## src/rtl/ex_muldiv_pkg.sv

```systemverilog
// Shared EX-stage definitions: funct codes for the ALU and the mul/div unit,
// mul/div FSM state encoding and the latched operation control word.
package ex_muldiv_pkg;

  localparam int FUNCT_W = 6;

  // ALU funct codes
  localparam logic [FUNCT_W-1:0] FUNCT_SLL   = 6'h00;
  localparam logic [FUNCT_W-1:0] FUNCT_SRL   = 6'h02;
  localparam logic [FUNCT_W-1:0] FUNCT_SRA   = 6'h03;
  localparam logic [FUNCT_W-1:0] FUNCT_JR    = 6'h08;
  localparam logic [FUNCT_W-1:0] FUNCT_ADD   = 6'h20;
  localparam logic [FUNCT_W-1:0] FUNCT_ADDU  = 6'h21;
  localparam logic [FUNCT_W-1:0] FUNCT_SUB   = 6'h22;
  localparam logic [FUNCT_W-1:0] FUNCT_SUBU  = 6'h23;
  localparam logic [FUNCT_W-1:0] FUNCT_AND   = 6'h24;
  localparam logic [FUNCT_W-1:0] FUNCT_OR    = 6'h25;
  localparam logic [FUNCT_W-1:0] FUNCT_XOR   = 6'h26;
  localparam logic [FUNCT_W-1:0] FUNCT_NOR   = 6'h27;
  localparam logic [FUNCT_W-1:0] FUNCT_SLT   = 6'h2A;
  localparam logic [FUNCT_W-1:0] FUNCT_SLTU  = 6'h2B;

  // Mul/div and HI/LO move funct codes
  localparam logic [FUNCT_W-1:0] FUNCT_MFHI  = 6'h10;
  localparam logic [FUNCT_W-1:0] FUNCT_MTHI  = 6'h11;
  localparam logic [FUNCT_W-1:0] FUNCT_MFLO  = 6'h12;
  localparam logic [FUNCT_W-1:0] FUNCT_MTLO  = 6'h13;
  localparam logic [FUNCT_W-1:0] FUNCT_MULT  = 6'h18;
  localparam logic [FUNCT_W-1:0] FUNCT_MULTU = 6'h19;
  localparam logic [FUNCT_W-1:0] FUNCT_DIV   = 6'h1A;
  localparam logic [FUNCT_W-1:0] FUNCT_DIVU  = 6'h1B;

  // Mul/div FSM state encoding
  localparam logic [1:0] MD_IDLE = 2'd0;
  localparam logic [1:0] MD_CALC = 2'd1;
  localparam logic [1:0] MD_FIX  = 2'd2;

  typedef enum logic [1:0] {
    ST_IDLE = MD_IDLE,
    ST_CALC = MD_CALC,
    ST_FIX  = MD_FIX
  } md_state_e;

  // Latched per-operation control: what to do at fix-up time
  typedef struct packed {
    logic is_div;  // divide (else multiply)
    logic neg_q;   // negate product / quotient
    logic neg_r;   // negate remainder
    logic div0;    // divisor was zero: force quotient to all ones
  } md_ctl_t;

  // True for the four multi-cycle operations
  function automatic logic is_md_op(input logic [FUNCT_W-1:0] f);
    return (f == FUNCT_MULT) || (f == FUNCT_MULTU) ||
           (f == FUNCT_DIV)  || (f == FUNCT_DIVU);
  endfunction

endpackage

```

## src/rtl/ex_muldiv_md_iter_step.sv

```systemverilog
// One radix-2 iteration on the 2W-bit accumulator.
// Multiply: acc = {partial, multiplier}; add multiplicand if lsb set, shift right.
// Divide:   acc = {remainder, dividend}; shift left, trial-subtract divisor,
//           keep the difference and set the quotient bit when it does not borrow.
module md_iter_step #(
  parameter int W = 32
) (
  input  logic           is_div,
  input  logic [2*W-1:0] acc_in,
  input  logic [W-1:0]   operand,
  output logic [2*W-1:0] acc_out
);

  logic [W:0]     sum;
  logic [W+1:0]   diff;
  logic [2*W-1:0] shl;

  // Both candidate steps are computed; is_div selects
  always_comb begin
    sum  = {1'b0, acc_in[2*W-1:W]} + (acc_in[0] ? {1'b0, operand} : {(W+1){1'b0}});
    shl  = {acc_in[2*W-2:0], 1'b0};
    // shifted-up remainder is W+1 bits wide; one extra bit holds the borrow
    diff = {1'b0, acc_in[2*W-1:W-1]} - {2'b00, operand};
    if (is_div) begin
      if (!diff[W+1]) acc_out = {diff[W-1:0], shl[W-1:1], 1'b1};
      else            acc_out = shl;
    end else begin
      acc_out = {sum, acc_in[W-1:1]};
    end
  end

endmodule

```

## src/rtl/ex_muldiv.sv

```systemverilog
// Iterative multiply/divide unit owning HI/LO. Operands are reduced to
// magnitudes at accept time, iterated unsigned for DATA_WIDTH cycles, and the
// signs are reapplied in a single fix-up cycle that commits HI/LO.
module ex_muldiv
  import ex_muldiv_pkg::*;
#(
  parameter int DATA_WIDTH = 32,
  parameter int CNT_WIDTH  = $clog2(DATA_WIDTH)
) (
  input  logic                  clk,
  input  logic                  rst_n,
  input  logic                  start,
  input  logic [FUNCT_W-1:0]    funct,
  input  logic [DATA_WIDTH-1:0] operand_1,
  input  logic [DATA_WIDTH-1:0] operand_2,
  input  logic                  flush,
  output logic                  busy,
  output logic                  done,
  output logic [DATA_WIDTH-1:0] hi,
  output logic [DATA_WIDTH-1:0] lo,
  output logic [DATA_WIDTH-1:0] md_result
);

  localparam int W = DATA_WIDTH;
  localparam logic [CNT_WIDTH-1:0] LAST = CNT_WIDTH'(W - 1);

  md_state_e            state;
  logic [CNT_WIDTH-1:0] cnt;
  logic [2*W-1:0]       acc;
  logic [2*W-1:0]       acc_step;
  logic [W-1:0]         opnd;
  md_ctl_t              ctl;

  logic                 signed_op, is_div_req, op1_neg, op2_neg;
  logic [W-1:0]         mag1, mag2;
  logic [2*W-1:0]       prod_f;
  logic [W-1:0]         quo, rem, quo_f, rem_f;
  logic [W-1:0]         hi_nxt, lo_nxt;

  // Request decode and operand magnitudes (most negative maps to 2^(W-1))
  always_comb begin
    signed_op  = (funct == FUNCT_MULT) || (funct == FUNCT_DIV);
    is_div_req = (funct == FUNCT_DIV)  || (funct == FUNCT_DIVU);
    op1_neg    = signed_op & operand_1[W-1];
    op2_neg    = signed_op & operand_2[W-1];
    mag1       = op1_neg ? (~operand_1 + 1'b1) : operand_1;
    mag2       = op2_neg ? (~operand_2 + 1'b1) : operand_2;
  end

  md_iter_step #(.W(W)) u_step (
    .is_div  (ctl.is_div),
    .acc_in  (acc),
    .operand (opnd),
    .acc_out (acc_step)
  );

  // Sign fix-up of the finished unsigned result
  always_comb begin
    prod_f = ctl.neg_q ? (~acc + 1'b1) : acc;
    quo    = acc[W-1:0];
    rem    = acc[2*W-1:W];
    quo_f  = ctl.div0 ? {W{1'b1}} : (ctl.neg_q ? (~quo + 1'b1) : quo);
    rem_f  = ctl.neg_r ? (~rem + 1'b1) : rem;
    if (ctl.is_div) begin
      hi_nxt = rem_f;
      lo_nxt = quo_f;
    end else begin
      hi_nxt = prod_f[2*W-1:W];
      lo_nxt = prod_f[W-1:0];
    end
  end

  // MFHI/MFLO read path, no bypass of in-flight writes
  always_comb begin
    if      (funct == FUNCT_MFHI) md_result = hi;
    else if (funct == FUNCT_MFLO) md_result = lo;
    else                          md_result = '0;
  end

  // Control FSM, iteration counter, datapath and HI/LO
  always_ff @(posedge clk or negedge rst_n) begin
    if (!rst_n) begin
      state <= ST_IDLE;
      cnt   <= '0;
      acc   <= '0;
      opnd  <= '0;
      ctl   <= '0;
      hi    <= '0;
      lo    <= '0;
      busy  <= 1'b0;
      done  <= 1'b0;
    end else begin
      done <= 1'b0;
      case (state)
        ST_IDLE: begin
          if (start && !flush) begin
            if (is_md_op(funct)) begin
              acc        <= is_div_req ? {{W{1'b0}}, mag1} : {{W{1'b0}}, mag2};
              opnd       <= is_div_req ? mag2 : mag1;
              ctl.is_div <= is_div_req;
              ctl.neg_q  <= op1_neg ^ op2_neg;
              ctl.neg_r  <= is_div_req & op1_neg;
              ctl.div0   <= is_div_req && (operand_2 == '0);
              cnt        <= '0;
              state      <= ST_CALC;
              busy       <= 1'b1;
            end else if (funct == FUNCT_MTHI) begin
              hi <= operand_1;
            end else if (funct == FUNCT_MTLO) begin
              lo <= operand_1;
            end
          end
        end
        ST_CALC: begin
          if (flush) begin
            state <= ST_IDLE;
            busy  <= 1'b0;
          end else begin
            acc <= acc_step;
            if (cnt == LAST) state <= ST_FIX;
            else             cnt   <= cnt + 1'b1;
          end
        end
        ST_FIX: begin
          if (!flush) begin
            hi   <= hi_nxt;
            lo   <= lo_nxt;
            done <= 1'b1;
          end
          state <= ST_IDLE;
          busy  <= 1'b0;
        end
        default: begin
          state <= ST_IDLE;
          busy  <= 1'b0;
        end
      endcase
    end
  end

endmodule

```

## config.mk

```make
export PLATFORM = sky130hd
export DESIGN_NAME = ex_muldiv
export DESIGN_NICKNAME = d
export VERILOG_FILES = /design/src/rtl/ex_muldiv_pkg.sv /design/src/rtl/ex_muldiv_md_iter_step.sv /design/src/rtl/ex_muldiv.sv
export SDC_FILE = /design/constraint.sdc
export NUM_CORES = 1
export LEC_CHECK = 0
export CORE_MARGIN = 5
export CORE_UTILIZATION = 30
export CTS_BUF_LIST = sky130_fd_sc_hd__clkbuf_2
export DETAILED_ROUTE_END_ITERATION = 8
export DONT_BUFFER_PORTS = 1
export PLACE_DENSITY = 0.41
export SLEW_MARGIN = 20
export SYNTH_ARGS = -nofsm -noshare
export SYNTH_HDL_FRONTEND = slang
export SYNTH_SLANG_ARGS = --single-unit
```

## constraint.sdc

```tcl
create_clock -name clk -period 5.65 [get_ports clk]
set_input_delay 0.565 -clock clk [delete_from_list [all_inputs] [get_ports clk]]
set_output_delay 0.565 -clock clk [all_outputs]
set_load 0.02 [all_outputs]
```

Word-level counts from Yosys, hierarchy flattened

Cells that the tools add are included.

Logic and storage cells: 116
Register bits: 173
Bits of input ports: 74

Add/sub/neg operators: 8
Reduce and logical (&&, ||, !) cells: 19
Muxes and demuxes: 46
Equality and inequality tests: 22
Bitwise gates (word level): 9

Operators with widths:

| operator                | count |
|---|---|
| $mux W32                | 21 |
| $mux W64                | 6 |
| $add A32 B1 Y32 const B | 4 |
| $not A32 Y32            | 4 |
| $pmux W32 S2            | 2 |
| $pmux W64 S2            | 1 |
| $add A64 B1 Y64 const B | 1 |
| $not A64 Y64            | 1 |
| $eq A6 B5 Y1 const B    | 8 |
| $sub A33 B32 Y34        | 1 |
| $add A32 B33 Y33        | 1 |
| $logic_not A32 Y1       | 1 |
| $mux W5                 | 4 |
| $ne A2 B2 Y1 const B    | 10 |
| $pmux W5 S2             | 1 |
| $reduce_and A5 Y1       | 2 |
| $reduce_and A3 Y1       | 3 |
| $mux W2                 | 4 |
| $reduce_and A6 Y1       | 1 |
| $add A5 B1 Y5 const B   | 1 |
| $eq A5 B5 Y1 const B    | 1 |
| $logic_or A1 B1 Y1      | 5 |
| $mux W1                 | 5 |
| $pmux W2 S2             | 1 |
| 11 further kinds        | 15 |

Longest topological paths before layout

Word-level depth: 8
Mapped depth: 14

Hierarchy

Synthesis repeated with hierarchy kept, for this count alone.

Cell total of the unflattened synthesis: 2101
Area, all modules: 16488.3 µm²

By module, submodules not included:

| module       | times used | area each (µm²) | cells each |
|---|---|---|---|
| ex_muldiv    | 1          | 11723.7         | 1424 |
| md_iter_step | 1          | 4764.6          | 677 |

Worst setup path before layout

Ideal clock, no wire load.

Path kind: register to register
From: register acc[50]
To: register hi[29]
Required time: 5.524 ns
Stages on the path, launching flop included: 9
Path slack: 2.375 ns
Buffers on the path: 0
Data arrival time: 3.149 ns
Period minus slack after synthesis: 3.275 ns
Setup time: 0.126 ns
Cell sequence: dfrtp_1 > or4_4 > or4_4 > or4_4 > or4b_4 > o31ai_1 > a32oi_1 > xor2_1 > a221o_1

Cells in the longest elaborated chain, start to end: 6
Elaborated cells on any way between the ends: 9
Classes of those cells: 2 x add/sub; 5 x mux; 2 x bitwise

RTL lines:

| element                                                   | line                             | RTL |
|---|---|---|
| start, declared                                           | ex_muldiv.sv:29                  | `logic [2*W-1:0] acc;` |
| start signal, assigned                                    | ex_muldiv.sv:98                  | `acc <= is_div_req ? {{W{1'b0}}, mag1} : {{W{1'b0}}, mag2};` |
| start signal, assigned                                    | ex_muldiv.sv:119                 | `acc <= acc_step;` |
| $not A64 Y64 / $not A32 Y32 (equally long branches)       | ex_muldiv.sv:59, ex_muldiv.sv:63 |  |
| $add A64 B1 Y64 / $add A32 B1 Y32 (equally long branches) | ex_muldiv.sv:59, ex_muldiv.sv:63 |  |
| $mux W64 / $mux W32 (equally long branches)               | ex_muldiv.sv:59, ex_muldiv.sv:63 |  |
| $mux W32 *                                                | ex_muldiv.sv:64                  | `if (ctl.is_div) begin` |
| $mux W32 *                                                | ex_muldiv.sv:125                 | `if (!flush) begin` |
| $pmux W32 S2 *                                            | ex_muldiv.sv:94                  | `case (state)` |
| end signal, assigned                                      | ex_muldiv.sv:108                 | `hi <= operand_1;` |
| end signal, assigned                                      | ex_muldiv.sv:126                 | `hi <= hi_nxt;` |
| end, declared                                             | ex_muldiv.sv:19                  | `output logic [DATA_WIDTH-1:0] hi,` |

Mark *: on every way between the ends. The rest lies on a longest branch, timed or not. The select of a mux whose other input is x is not followed.
A chain may end at the register's enable or synchronous reset.

Worst setup path in the final report

From: register state[1]
To: register ctl[0] in the netlist's numbering

Cells in the longest elaborated chain, start to end: 2

RTL lines:

| element                     | line             | RTL |
|---|---|---|
| start, declared             | ex_muldiv.sv:27  | `md_state_e state;` |
| start signal, assigned      | ex_muldiv.sv:83  | `state <= ST_IDLE;` |
| start signal, assigned      | ex_muldiv.sv:105 | `state <= ST_CALC;` |
| start signal, assigned      | ex_muldiv.sv:116 | `state <= ST_IDLE;` |
| $logic_not A2 Y1            | ex_muldiv.sv:94  |  |
| $reduce_and A3 Y1 (no line) | n/a              |  |
| end, declared               | ex_muldiv.sv:32  | `md_ctl_t ctl;` |

Every way passes these cells.

==> impl_metrics.ini <==
[place]
dp.cells = 2569
place_area_um2 = 15900
dp_hpwl_mm = 52.6
place_congestion = 0.929
dpl_worst_slack_ns = 1.40
port_buffers = 0

[drt]
postRouteAntennaNets = 0
firstDrtPassIters = 5
route.detailed.drc = 0
via_per_inst = 5.78
wirelength_mm = 71.3
wl_per_cell_um = 26.3
vias = 15686
drtIter0Drc = 1596

[hold_path]
hp-start = operand_1[11]
holdCritPathClass = primary input to register

[global_route]
met1_usage_pct = 36.4
grt_pass1_vias = 14978
grt_usage_pct = 24.9
grt_max_degree = 174
grtUsageMet3_pct = 5.26
grt_pass1_wl_mm = 105
busiest_layer = met2
antenna_found_initial = 4
grt_util_met2_pct = 37.1
overflow = 0

[power_and_ir_drop]
pwr_density_cell_nw_per_um2 = 379
power_leakage_nw = 7.09
vdd_drop_max_v = 0.000152

[worst_setup_path]
path_cells = nor4b_1, nand2_1, or4_1, dlygate4sd3_1, o21ai_0, dlygate4sd3_1
cp.arrival_ns = 5.63
cpPeakStageDelay_ns = 1.02
crit_path_start_kind = register
critPathMostFrequentCell = dlygate4sd3_1
crit_path_end_kind = register
cp_max_fo = 16
cpMaxStageDelayCell = nor4b_1
critPathKind = register to register
crit_start = state[1]
critPathRequiredTime_ns = 6.73
rr_startpoint = state[1]

[synthesis]
synth_edf_count = 0
synth-seq-cells = 173
avgSynthCellArea_um2 = 7.64
yosys_warnings = 0
yosysSeqAreaShare_pct = 28.3
syn_nets = 2150
synthArstFlopShare_pct = 100
syn_area_um2 = 15300
ys.flop_type = dfrtp_1
synthCells = 2004
synth_cell_type_count = 66

[timing]
period_share_pct = 80.5
skew_ns = 0.0752
finalMaxSlewViolations = 0
setup_viol = 0
slew_headroom_pct = 25.6
fmax_mhz = 220
rsz0062_at_grt = no
period_minus_slack_ns = 4.55
hold_ws_ns = 0.116
hold_violations = 0
setup-tns-final_ns = 0
worst_slack_ns = 1.10
worst_slew_pin_slew_ns = 1.12

[run]
maxCapViolCount = 0

[layout]
drive_gt1_share_pct = 4.77
finalNonFillerCells = 2713
design_area_um2 = 17200
num-nets-final = 2166
syn2layout_area_growth_pct = 12.4
fillers = 5428

[floorplanning]
die_area_um2 = 55700
ioPinCount = 172
die_height_um = 236
core_um2 = 50400
initial_utilization_pct = 30.4
die_w_um = 236
num_rows = 82

[clock_tree]
clock_latency_ns = 1.13
cts_buffer_depth = 2
clk_pin_slew_ns = 0.35
numCtsBuffers = 17
ctsRootBufferMaster = clkbuf_2
cts_sinks = 173
htreeDepth = 4
cts_tree = yes

[run_status]
status = complete, no violations
area by class of cell:
| type | count | area [um^2] | area share (%) |
|---|---|---|---|
| antenna | 9 | 22.5 | 0.131 |
| clock buffer | 17 | 85.1 | 0.494 |
| clock inverter | 14 | 124 | 0.720 |
| inverter | 69 | 259 | 1.50 |
| multi-input combinational | 1628 | 10300 | 59.7 |
| sequential | 173 | 4330 | 25.2 |
| tap | 672 | 841 | 4.88 |
| timing repair buffer | 131 | 1280 | 7.43 |
logic make-up (layout without fill, tap and decap cells):
logic type / after synthesis / after routing / share of synthesized area, %
mux: 94 / 94 / 6.23
compound gates: 618 / 618 / 24.7
other cells: 0 / 9 / 0
flops: 173 / 173 / 28.3
fa+ha+maj: 72 / 72 / 5.98
simple gates: 673 / 673 / 20.0
buf+inv: 203 / 231 / 4.99
xor+xnor: 171 / 171 / 9.78
registers in the layout (all words and copies together) (netlist names):
signal,flops
acc,64
busy,1
cnt,5
ctl,4
done,1
hi,32
lo,32
opnd,32
state,2
path summary, 6_finish.rpt:
kind	endpoint	slack (ns)	cells past startpoint
worst max-delay path	ctl[0]	1.10	6
worst min-delay path	acc[12]	0.12	6
worst max register to register	ctl[0]	1.10	6
worst min register to register	opnd[20]	0.53	2
max in group asynchronous	cnt[0]	4.06	4
min in group asynchronous	lo[31]	0.53	3
timing repair:
item                                    in CTS  in global routing
hold endpoints to repair                   332                 46
resized for setup                            0                  0
endpoints found under the setup margin       0                  0
hold buffers                               102                  1
buffers inserted                             0                  0
synth_stat cells, types with 5 or more instances:
cell type | count | area (um^2)
o211ai_1 | 11 | 82.6
xnor2_1 | 101 | 885
inv_1 | 69 | 259
a32oi_1 | 6 | 52.6
o21ai_0 | 200 | 1000
nand2_1 | 210 | 788
a211oi_1 | 30 | 225
o22a_1 | 10 | 87.6
o221ai_1 | 10 | 87.6
nand2b_1 | 20 | 125
nand3_1 | 29 | 145
o41ai_1 | 16 | 140
nor4_1 | 16 | 100
o31ai_1 | 27 | 203
buf_1 | 11 | 41.3
and2_1 | 12 | 75.1
o21a_1 | 6 | 45.0
or3_1 | 19 | 119
clkbuf_1 | 121 | 454
nor2b_1 | 19 | 119
nand4_1 | 15 | 93.8
a21boi_0 | 5 | 37.5
a221o_1 | 17 | 170
ha_1 | 70 | 876
nor3_1 | 48 | 240
mux2i_1 | 83 | 831
o22ai_1 | 31 | 194
a22oi_1 | 18 | 135
mux2_2 | 11 | 124
a21o_1 | 19 | 143
a21oi_1 | 164 | 821
or4_1 | 15 | 113
nor2_1 | 235 | 882
and3_1 | 12 | 75.1
xor2_1 | 70 | 613
or2_2 | 8 | 50.1
a31oi_1 | 20 | 125
dfrtp_1 | 173 | 4330
metrics by stage:
step	total power, mW	utilization (%)
detailed placement	5.63	31.6
finish	6.53	34.2
CTS	6.50	34.0
global placement	5.67	31.6
global route	6.96	34.2
floorplan	4.46	-
layout by cell type, fill, tap and decap left out, types with 20 or more instances in the layout:
master and instances:
nor2_1 233, a31oi_1 20, ha_1 70, dfrtp_1 172, o31ai_1 27, inv_1 69, o22ai_1 31, o21ai_0 200
dlygate4sd3_1 102, nand2b_1 20, nand3_1 29, nand2_1 207, a211oi_1 30, buf_4 27, xor2_1 70, mux2i_1 83
xnor2_1 101, nor3_1 47, a21oi_1 164
critical path, delay by kind of cell (launching register included):
family	cells	cell delay [ns]
DFF	1	0.72
AOI/OAI and AO/OA	1	0.14
buffers and inverters	2	1.12
and+or+nand+nor	3	2.55
routing by layer:
layer  wire (um)  vias up
li1            -     7247
met3        5420       68
met2       30600      647
met5           0        -
met1       33300     7724
met4        1930        0
where the power goes:
part / leakage [nW] / switching (mW) / total [mW] / internal (mW)
sequential: 2.26 / 0.591 / 2.07 / 1.47
combinational: 4.71 / 2.25 / 3.74 / 1.49
clock: 0.122 / 0.590 / 0.724 / 0.134
total: 7.09 / 3.43 / 6.53 / 3.10
Note: power is estimated with default switching activity, not from simulation.
